**config.mk**
```make
export PLATFORM = sky130hd
export DESIGN_NAME = dram_port_arbiter
export DESIGN_NICKNAME = d
export VERILOG_FILES = /design/src/rtl/dram_port_arbiter.sv
export SDC_FILE = /design/constraint.sdc
export NUM_CORES = 1
export LEC_CHECK = 0
export CORE_UTILIZATION = 41
export CTS_CLUSTER_SIZE = 30
export DETAILED_ROUTE_END_ITERATION = 10
export PLACE_DENSITY_LB_ADDON = 0.12
export SETUP_SLACK_MARGIN = 0.5
export SLEW_MARGIN = 25
export SYNTH_ARGS = -nofsm -noshare
export SYNTH_HDL_FRONTEND = slang
export SYNTH_SLANG_ARGS = --single-unit
export TNS_END_PERCENT = 100
```
**constraint.sdc**
```tcl
create_clock -name clk -period 2.1 [get_ports clk]
set_input_delay 0.42 -clock clk [delete_from_list [all_inputs] [get_ports clk]]
set_output_delay 0.42 -clock clk [all_outputs]
set_load 0.01 [all_outputs]
```
**src/rtl/dram_port_arbiter.sv**
```systemverilog
// Two-port req/ack arbiter that sequences one command at a time into the single-port DRAM controller.
// Build option ARB_ROUND_ROBIN_EN: alternate tie priority between ports; otherwise port A always wins ties.
module dram_port_arbiter #(
   parameter int ADDR_W  = 17,
   parameter int DATA_W  = 8,
   parameter int TIMEOUT = 15
) (
   input  logic              clk,
   input  logic              reset_,
   input  logic              a_req,
   input  logic              a_write,
   input  logic [ADDR_W-1:0] a_addr,
   input  logic [DATA_W-1:0] a_wdata,
   output logic              a_ack,
   output logic [DATA_W-1:0] a_rdata,
   input  logic              b_req,
   input  logic              b_write,
   input  logic [ADDR_W-1:0] b_addr,
   input  logic [DATA_W-1:0] b_wdata,
   output logic              b_ack,
   output logic [DATA_W-1:0] b_rdata,
   output logic              mem_ena,
   output logic              mem_write,
   output logic [ADDR_W-1:0] mem_addr,
   output logic [DATA_W-1:0] mem_wdata,
   input  logic [DATA_W-1:0] mem_rdata,
   input  logic              mem_busy,
   output logic              grant,
   output logic              error
);

   localparam int CNT_W = $clog2(TIMEOUT + 1);

   typedef enum logic [1:0] {IDLE, ISSUE, WAIT_DONE, DONE} state_t;

   state_t           state_reg;
   logic [CNT_W-1:0] cnt_reg;
   logic             pick_b;

`ifdef ARB_ROUND_ROBIN_EN
   logic prio_b_reg;

   always_comb pick_b = b_req && (!a_req || prio_b_reg);
`else
   always_comb pick_b = b_req && !a_req;
`endif

   always_ff @(posedge clk or negedge reset_) begin
      if (!reset_) begin
         state_reg <= IDLE;
         cnt_reg   <= '0;
         mem_ena   <= 1'b0;
         mem_write <= 1'b0;
         mem_addr  <= '0;
         mem_wdata <= '0;
         a_ack     <= 1'b0;
         b_ack     <= 1'b0;
         a_rdata   <= '0;
         b_rdata   <= '0;
         grant     <= 1'b0;
         error     <= 1'b0;
`ifdef ARB_ROUND_ROBIN_EN
         prio_b_reg <= 1'b0;
`endif
      end else begin
         a_ack <= 1'b0;
         b_ack <= 1'b0;
         case (state_reg)
            IDLE: begin
               if (!mem_busy && (a_req || b_req)) begin
                  grant     <= pick_b;
                  mem_write <= pick_b ? b_write : a_write;
                  mem_addr  <= pick_b ? b_addr  : a_addr;
                  mem_wdata <= pick_b ? b_wdata : a_wdata;
                  mem_ena   <= 1'b1;
                  cnt_reg   <= '0;
                  state_reg <= ISSUE;
`ifdef ARB_ROUND_ROBIN_EN
                  prio_b_reg <= !pick_b;
`endif
               end
            end
            ISSUE: begin
               if (mem_busy) begin
                  mem_ena   <= 1'b0;
                  state_reg <= WAIT_DONE;
               end else if (cnt_reg == CNT_W'(TIMEOUT - 1)) begin
                  // Controller never took the command: abort, flag it, still release the requester.
                  mem_ena   <= 1'b0;
                  error     <= 1'b1;
                  a_ack     <= !grant;
                  b_ack     <= grant;
                  state_reg <= DONE;
               end else begin
                  cnt_reg <= cnt_reg + 1'b1;
               end
            end
            WAIT_DONE: begin
               if (!mem_busy) begin
                  if (!mem_write) begin
                     if (grant) b_rdata <= mem_rdata;
                     else       a_rdata <= mem_rdata;
                  end
                  a_ack     <= !grant;
                  b_ack     <= grant;
                  state_reg <= DONE;
               end
            end
            DONE: begin
               state_reg <= IDLE;
            end
            default: begin
               state_reg <= IDLE;
            end
         endcase
      end
   end

endmodule

```
# After elaboration in Yosys (flattened, before gate mapping)
# Cells that the tools add are included.
[totals]
register_bits = 53
latchBits = 0
ram_bits = 0
romBits = 0
out_inout_bits = 47
elab_cells = 64
mem_count = 0
[classes]
addsub = 1
mul = 0
div = 0
order_cmp = 0
n_eq_ne = 9
n_shift = 0
mux = 24
bitwise = 3
n_reduce_logical = 15
[ops]
columns = ["op", "count"]
rows = [
  ["$mux W17", 1],
  ["$mux W4", 3],
  ["$reduce_and A4 Y1", 3],
  ["$mux W1", 10],
  ["$reduce_and A3 Y1", 3],
  ["$mux W2", 4],
  ["$mux W8", 1],
  ["$ne A2 B2 Y1 const B", 4],
  ["$pmux W2 S4", 1],
  ["$pmux W4 S2", 1],
  ["$pmux W1 S2", 3],
  ["$add A4 B1 Y4 const B", 1],
  ["$eq A2 B2 Y1 const B", 2],
  ["$eq A4 B4 Y1 const B", 1],
  ["$logic_not A1 Y1", 3],
  ["$ne A3 B3 Y1 const B", 1],
  ["$not A1 Y1", 3],
  ["$eq A2 B1 Y1 const B", 1],
  ["$logic_and A1 B1 Y1", 2],
  ["$logic_not A2 Y1", 1],
  ["$reduce_and A2 Y1", 1],
  ["$reduce_bool A2 Y1", 1],
  ["$logic_or A1 B1 Y1", 1],
]

# Depth between registers and ports, before layout
# Gate-level depths: netlist of run 1.
[depth]
ltp_word = 4
mapped_depth = 7

# Worst setup path after synthesis of run 1
# Ideal clock, no wire load.
[synth_path]
path_kind = "reg2reg"
startpoint = "register state_reg[0]"
endpoint = "register state_reg[1]"
setup_time_ns = 0.125
arrival_ns = 1.608
setup_slack_ns = 0.367
path_stages_with_launch = 7
synth_period_minus_slack_ns = 1.733
cell_sequence = "dfrtp_1 > inv_1 > ha_1 > nor3b_2 > nor2_1 > o22ai_1 > mux2_2"
[synth_between]
elab_chain_len = 3
elab_cells_between_ends = 9
[synth_lines]
columns = ["item", "line", "text"]
rows = [
  ["start, declared", "36", "state_t state_reg;"],
  ["start signal, assigned", "50", "state_reg <= IDLE;"],
  ["start signal, assigned", "77", "state_reg <= ISSUE;"],
  ["start signal, assigned", "86", "state_reg <= WAIT_DONE;"],
  ["$eq A2 B1 Y1 (tied with other cells)", "68", "case (state_reg)"],
  ["$ne A3 B3 Y1 (no line) or $ne A2 B2 Y1 (tied branches)", "-", ""],
  ["$reduce_and A3 Y1 (no line)", "-", ""],
]
# Several ways; a longest one is shown, not always the timed one.
# A chain may end at the register's enable or synchronous reset.

# Worst setup path in the final report of run 1
# Same ends and word-level chain as after synthesis.

==> results of run 1 <==
repair_timing:
action | CTS | global route
buffers inserted | 7 | 3
pin swaps | 4 | 4
resized for setup | 55 | 12
hold buffers | 1 | 0
endpoints found under the hold margin | 6 | 0
gates cloned | 0 | 2
setup endpoints to repair | 94 | 37
per-layer routing:
| layer | global-route usage, % | share of wire, % | vias to the layer above | routed length, µm |
|---|---|---|---|---|
| met5 | 0 | 0 | - | 0 |
| met4 | 3.64 | 0.83 | 0 | 48 |
| met3 | 6.55 | 7.4 | 4 | 429 |
| met2 | 32.4 | 50 | 68 | 2880 |
| met1 | 23.2 | 42 | 903 | 2450 |
| li1 | - | - | 971 | - |
Yosys cell counts (all sizes together):
master    n  area (µm²)
dfrtp    53        1330
mux2i    27         270
nand2    27         101
o21ai    26         130
mux2     18         203
buf       6        47.5
clkbuf    5        18.8
ha        5        62.6
inv       5        18.8
nor2      3        11.3
a2111oi   2        36.3
a21oi     2        10.0
a31oi     2        12.5
and4bb    2        25.0
nand2b    2        12.5
nor2b     2        12.5
nor3      2        10.0
nor4b     2        32.5
o22ai     2        12.5
o2bb2ai   2        17.5
a211oi    1        7.51
a21o      1        7.51
a41oi     1        8.76
and2b     1        8.76
and3      1        6.26
nand3     1        5.00
nor3b     1        12.5
o211ai    1        12.5
or3       1        6.26
worst max-delay path, stage by stage (launching register included):
cell     delay (ps)
dfrtp_1         400
inv_2           130
ha_4            160
nor3b_4         230
nor2_2           70
o22ai_2         170
mux2_4          310
area by class of cell:
cell class,instances,area (µm²)
fillers,458,1710
flip-flops and latches,53,1330
repair buffers,132,1280
multi-input cells,135,1130
well taps,72,90.1
clock buffers,7,76.3
inverters,5,18.8
clock inverters,1,7.51
final timing paths:
| check | end | slack [ps] | cells past startpoint |
|---|---|---|---|
| worst max-delay path | state_reg[1] | 520 | 6 |
| worst min-delay path | mem_addr[3] | 480 | 2 |
| worst max register to register | state_reg[1] | 520 | 6 |
| worst min register to register | error | 480 | 1 |
| max in group asynchronous | grant | 990 | 3 |
| min in group clk | error | 480 | 1 |
power groups by stage:
stage          Clock (mW)  Sequential, mW  Combinational (mW)
2_1_floorplan           0            1.95               0.812
3_3_place_gp            0            1.78                2.12
3_5_place_dp            0            1.80                2.17
4_1_cts             0.564            1.75                2.03
5_1_grt             0.611            1.80                2.37
6_report            0.544            1.74                2.17
metrics by stage:
step,instances,total power [mW],worst slack (ps)
CTS,400,4.34,498
finish,405,4.44,519
global route,405,4.78,449
global placement,384,3.90,76.8
detailed placement,384,3.97,50.2
floorplan,204,2.76,513
logic make-up (layout without fill, tap and decap cells):
logic type      count (synthesis)  count (layout)  share of synthesized area (%)
simple gates                   45              45                           9.97
flops                          53              53                           54.2
mux                            45              45                           19.3
compound gates                 40              40                           10.4
fa+ha+maj                       5               5                           2.56
buf+inv                        16             145                           3.48
==> results.cfg, run 1 <==
[run_status]
status = completed

[drt]
drt-pass1-iter-count = 3
drt_iter0_markers = 72
vias = 1946
routedWlPerCell_um = 14.3
vias_per_cell = 4.80
remaining_drc_errors = 0
drt_wl_total_mm = 5.80
ant_nets = 0

[placed_design]
gp_congestion = 0.772
hpwl_mm = 4.21
numPortBuffers = 111
placed_area_um2 = 3690

[critical_path]
r2r-start = state_reg[0]
critPathLaunch = state_reg[0]
crit_path_end_kind = register
critPathKind = reg2reg
crit_fanout = 4
crit_required_ps = 2280
cp.arrival_ps = 1760
cp-start-kind = register

[yosys]
synth_warnings = 0
synthesis.area_um2 = 2450
ys_ff_latch = 53
synth-seq-area-share_pct = 54.2
syn_avg_cell_area_um2 = 12.0
synth.distinct_cells = 33
synth_cells = 204
synth_fp_nets = 274

[finish]
nNetsFinal = 402
drive_above_1_share_pct = 19.5
design_area_um2 = 3940
areaGrowthSynthToFinish_pct = 60.9
largest_reg_flops = 17
largest_register = mem_addr
layout_commonest_cell = clkdlybuf4s50_1
final_cell_mix = clkdlybuf4s50_1, dfrtp_1, dlygate4sd2_1, nand2_1
final_util_pct = 69.7
diodes = 0

[timing]
fin_crit_sh_pct = 75.3
drv_slew = 0
fin_crit_ps = 1580
setup_violations = 0
rsz0062_at_grt = true
max_slew_margin_pct = 71.0
timing.fmax_ghz = 0.633
finClkSkew_ps = 5.46
whs_ps = 478
fin_tns_setup_ps = 0
worstMarginPinSlew_ps = 435
hold_viol = 0

[flow_run]
drv_cap = 0

[power]
seq_power_share_pct = 39.0
leakage_nw = 1.83
power.density_nw_per_um2 = 1130
peakVddDrop_mv = 0.528
power_frac_comb_pct = 48.7
p_int_mw = 2.89
p_switching_mw = 1.55
p_sw_share_pct = 34.9
clockPowerShare_pct = 12.2

[clock_tree]
clockBufferDepth = 2
clkLatencyLatePin_ps = 290
htree_levels = 2
numCtsBuffers = 5
clk_pin_slew_ps = 90
clock-sinks = 53
cts-root-buf = clkbuf_8
cts_tree = built

[floorplanning]
coreArea_um2 = 5640
fp-row-count = 27
initial_utilization_pct = 43.4
die_x_um = 79.2
num_io_pins = 112
dieArea_um2 = 6280
die_h_um = 79.2

[global_routing]
grt_overflow_total = 0
grt_antenna_before_repair = 0
grt_pass1_vias = 1955
grt_max_degree = 31
grtUsageTotal_pct = 19.0
grt_first_pass_wirelength_mm = 9.25

[min_path]
hold_class = in2async
No activity file was read; power rests on OpenSTA's default activity.
==> inputs of run 2 (changes only) <==
- clock period: 2.1 -> 1.5 ns (I/O delays scaled with it)
==> run 2 against run 1 <==
The flow now finishes with violations (hold timing, setup timing); via count grew 20%; wire length up 31%; sequential share of layout area shrank 5.2 points; highest routed layer unchanged; first-iteration DRC count down 42%; final cell count up 15%; critical endpoint unchanged; sequential power increased by 45%; critical path depth did not move; clock power up 47%.
==> results.cfg, run 2 (synthesis gave the netlist of run 1 again) <==
[power]
p_switching_mw = 2.89
p_int_mw = 5.33
clockPowerShare_pct = 9.8
power.density_nw_per_um2 = 1770
seq_power_share_pct = 30.7
p_sw_share_pct = 35.1
power_frac_comb_pct = 59.5
peakVddDrop_mv = 0.883
leakage_nw = 2.19

[timing]
rsz0062_at_grt = true
drv_slew = 0
worstMarginPinSlew_ps = 406
fin_crit_sh_pct = 108
max_slew_margin_pct = 72.9
whs_ps = -89.0
fin_tns_setup_ps = -804
fin_crit_ps = 1620
hold_viol = 13
fin_ws_ps = -120
setup_violations = 22
timing.fmax_ghz = 0.617
finClkSkew_ps = 11.5

[clock_tree]
clock-sinks = 53
clkLatencyLatePin_ps = 300
cts_tree = built
clockBufferDepth = 2
htree_levels = 2
numCtsBuffers = 5
clk_pin_slew_ps = 100
cts-root-buf = clkbuf_8

[placed_design]
gp_congestion = 0.752
placed_area_um2 = 3890
hpwl_mm = 4.56
numPortBuffers = 111

[floorplanning]
dieArea_um2 = 6280
initial_utilization_pct = 43.4
coreArea_um2 = 5640
fp-row-count = 27
die_h_um = 79.2
num_io_pins = 112
die_x_um = 79.2

[global_routing]
grt_pass1_vias = 2396
grt_first_pass_wirelength_mm = 11.6
grt_antenna_before_repair = 0
grt_max_degree = 24
grtUsageTotal_pct = 24.0
grt_overflow_total = 0

[finish]
diodes = 0
fillCellCount = 315
nNetsFinal = 464
largest_register = mem_addr
drive_above_1_share_pct = 53.4
final_cell_mix = buf_4, clkdlybuf4s50_1, dfrtp_1, buf_2, mux2i_1
layout_commonest_cell = buf_4
design_area_um2 = 4650
areaGrowthSynthToFinish_pct = 90.3
largest_reg_flops = 17

[critical_path]
crit_path_end_kind = register
critPathLaunch = state_reg[0]
critPathKind = reg2reg
crit_path_max_incr_delay_ps = 430
r2r-start = state_reg[0]
cp-start-kind = register
crit_chain = inv_2, ha_4, nor3b_4, nor2_2, o22ai_2, mux2_4
crit_fanout = 3
crit_slowest_cell = dfrtp_2
cp.arrival_ps = 1810
crit_required_ps = 1690

[drt]
routedWlPerCell_um = 16.3
remaining_drc_errors = 0
drt_wl_total_mm = 7.63
vias_per_cell = 5.00
drt_iter0_markers = 42
vias = 2337
ant_nets = 0
drt-pass1-iter-count = 4

[run_status]
status = finished with violations
violations = hold timing, setup timing

[flow_run]
drv_cap = 0

[min_path]
hold_class = in2async
==> run 2: changes by cell type in the layout (fill, tap and decap cells not counted), sizes merged <==
cell and change:
buf +112, dlygate4sd2 -44, clkbuf -2, dlymetal6s2s -2
clkdlybuf4s50 -1, dlygate4sd3 -1
==> run 2: metal layers <==
metal	routed length (µm)	up-vias	GRT usage, %
li1	-	1104	-
met1	3070	1149	29.1
met2	4100	74	42.5
met3	363	10	5.29
met4	93	0	6.91
met5	0	-	0
==> run 2: cell type report <==
cell class                      instances  area (µm²)  area share [%]
Clock inverter                          1        7.51           0.161
Tap cell                               72        90.1            1.94
Timing Repair Buffer                  194        1800            38.7
Clock buffer                            7        76.3            1.64
Sequential cell                        53        1330            28.6
Multi-Input combinational cell        135        1330            28.6
Inverter                                5        18.8           0.403
==> run 2: power groups by stage <==
stage,logic (mW),registers (mW),clock network (mW)
CTS,4.13,2.49,0.799
global route,5.21,2.58,0.864
global placement,3.31,2.48,0
finish,4.89,2.52,0.801
floorplan,1.27,2.74,0
detailed placement,3.40,2.50,0
==> run 2: path summary, 6_finish.rpt <==
path,endpoint,depth (start not counted),slack [ps]
max,state_reg[1],6,-120
min,mem_addr[3],1,-90
max reg2reg,state_reg[1],6,-120
min reg2reg,cnt_reg[3],1,520
max in group asynchronous,error,2,1020
min in group clk,cnt_reg[3],1,520
==> run 2: through the flow <==
| stage | std cells | util (%) | setup WS (ps) | power (mW) |
|---|---|---|---|---|
| floorplan | 204 | - | -76.0 | 4.02 |
| global placement | 400 | 69.0 | -297 | 5.79 |
| detailed placement | 400 | 69.0 | -343 | 5.91 |
| CTS | 441 | 77.5 | -38.0 | 7.42 |
| global route | 467 | 82.5 | -182 | 8.65 |
| finish | 467 | 82.5 | -120 | 8.22 |
==> run 2: critical path: cells and delay by family (launching register included) <==
family          cells  cell delay [ps]
mux                 1              330
buf+inv             1              120
flops               1              430
simple gates        2              270
compound gates      1              210
fa+ha+maj           1              160
==> run 2: what timing repair did <==
item	in CTS	in global routing
setup endpoints to repair	100	100
buffers inserted	27	26
cloned	6	0
hold endpoints to repair	13	13
resized for setup	293	16
pin swaps	34	8
==> inputs of run 3 (changes only) <==
- ABC_CLOCK_PERIOD_IN_PS: default -> 1900
- CORE_UTILIZATION: 41 -> 45
- clock period: 1.5 -> 1.9 ns (I/O delays scaled with it)
==> run 3 against run 2 <==
Combinational power fell by 28%; wire length rose by 27%; global-route usage rose by 5.5 points; the flow now finishes without violations; sequential power fell by 19%.
==> results.cfg, run 3 (synthesis gave the netlist of run 1 again) <==
[timing]
rsz0062_at_grt = true
max_slew_margin_pct = 67.6
drv_slew = 0
fin_crit_sh_pct = 91.7
fin_crit_ps = 1740
setup_violations = 0
hold_viol = 0
worstMarginPinSlew_ps = 484
finClkSkew_ps = 13.0
fin_tns_setup_ps = 0
timing.fmax_ghz = 0.574

[finish]
fillCellCount = 223
layout_commonest_cell = clkdlybuf4s50_1
final_cell_mix = clkdlybuf4s50_1, dfrtp_1, dlygate4sd2_1, buf_4, mux2i_1
areaGrowthSynthToFinish_pct = 88.2
largest_register = mem_addr
largest_reg_flops = 17
drive_above_1_share_pct = 31.4
nNetsFinal = 435
diodes = 0

[critical_path]
crit_chain = inv_2, ha_4, and3_4, a2111oi_4, a31oi_1
cp.arrival_ps = 1900
critPathBufInv = 1
crit_path_max_incr_delay_ps = 490
r2r-start = cnt_reg[0]
crit_slowest_cell = a2111oi_4
path_delay_family = compound AO/OA/AOI/OAI gates
cp-start-kind = register
critPathKind = reg2reg
reg2reg_depth = 5
ff2ff_setup_slack_ps = 160
crit_path_end_kind = register
r2r_end = cnt_reg[3]
crit_fanout = 6
crit_required_ps = 2050

[global_routing]
grt_first_pass_wirelength_mm = 12.0
grt_max_degree = 54
grtUsageTotal_pct = 29.5
grt_pass1_vias = 2381
grt_overflow_total = 0
grt_antenna_before_repair = 0

[drt]
vias_per_cell = 5.69
vias = 2483
routedWlPerCell_um = 22.2
drt_iter0_markers = 170
drt_wl_total_mm = 9.70
ant_nets = 0
drt-pass1-iter-count = 5
remaining_drc_errors = 0

[clock_tree]
htree_levels = 2
clk_pin_slew_ps = 110
clock-sinks = 53
numCtsBuffers = 5
clockBufferDepth = 2
cts_tree = built
clkLatencyLatePin_ps = 310
cts-root-buf = clkbuf_8

[power]
finalPower_mw = 6.37
peakVddDrop_mv = 0.792
power.density_nw_per_um2 = 1380
leakage_nw = 2.13

[floorplanning]
num_io_pins = 112
dieArea_um2 = 5730
die_x_um = 75.7
initial_utilization_pct = 47.3
coreArea_um2 = 5170
die_h_um = 75.7
fp-row-count = 26

[placed_design]
numPortBuffers = 111
hpwl_mm = 4.17
gp_congestion = 0.737

[flow_run]
drv_cap = 0

[min_path]
hold_class = in2async

[run_status]
status = completed
run 3: changes by cell type in the layout (fill, tap and decap cells not counted), moves of 5 or more:
cell / previous run / this run
nand2_2: 21 / 6
nand2_1: 3 / 21
o21ai_0: 0 / 9
clkdlybuf4s15_1: 0 / 18
dlygate4sd2_1: 3 / 31
buf_6: 23 / 7
buf_2: 34 / 1
buf_4: 62 / 29
o21ai_2: 6 / 1
run 3: layout make-up:
| type | instances | area (µm²) | share of cell area [%] |
|---|---|---|---|
| multi-input cells | 136 | 1280 | 27.9 |
| clock inverters | 1 | 30.0 | 0.652 |
| inverters | 5 | 18.8 | 0.408 |
| clock buffers | 7 | 86.3 | 1.87 |
| repair buffers | 164 | 1770 | 38.4 |
| well taps | 70 | 87.6 | 1.90 |
| flip-flops and latches | 53 | 1330 | 28.8 |
run 3: power breakdown:
part	internal, mW	switching (mW)
Sequential	1.64	0.385
Combinational	1.95	1.58
Clock	0.431	0.382
run 3: stage by stage:
step	utilization [%]	worst slack, ps	instances	area [µm²]	hold WS [ps]
after CTS	85.2	318	421	4410	69.7
after detailed placement	73.2	-83.3	384	3790	394
final	89.0	157	436	4600	34.5
after global placement	73.2	-56.8	384	3790	395
after floorplan	-	324	204	2520	84.4
after global routing	89.0	93.6	436	4600	61.6
run 3: worst max path at each step:
stage / start / cells past startpoint / end / slack, ps
after floorplan: state_reg[1] / 6 / state_reg[1] / 320
after global placement: mem_busy / 5 / state_reg[1] / -60
after detailed placement: mem_busy / 5 / state_reg[1] / -80
after CTS: state_reg[0] / 6 / state_reg[1] / 320
after global routing: state_reg[0] / 6 / cnt_reg[3] / 90
final: cnt_reg[0] / 5 / cnt_reg[3] / 160
run 3: layer usage:
metal | GRT usage [%] | up-vias | share of wire (%)
li1 | - | 1051 | -
met5 | 0 | - | 0
met4 | 11.9 | 0 | 3.1
met1 | 35.9 | 1259 | 38
met3 | 8.07 | 32 | 6.2
met2 | 49.9 | 141 | 53
run 3: repair_timing:
action,in CTS,in global routing
gates resized for setup,98,44
cloned,10,0
pin swaps,13,9
endpoints found under the hold margin,0,0
setup buffers,19,15
hold buffers,0,0
endpoints found under the setup margin,100,75
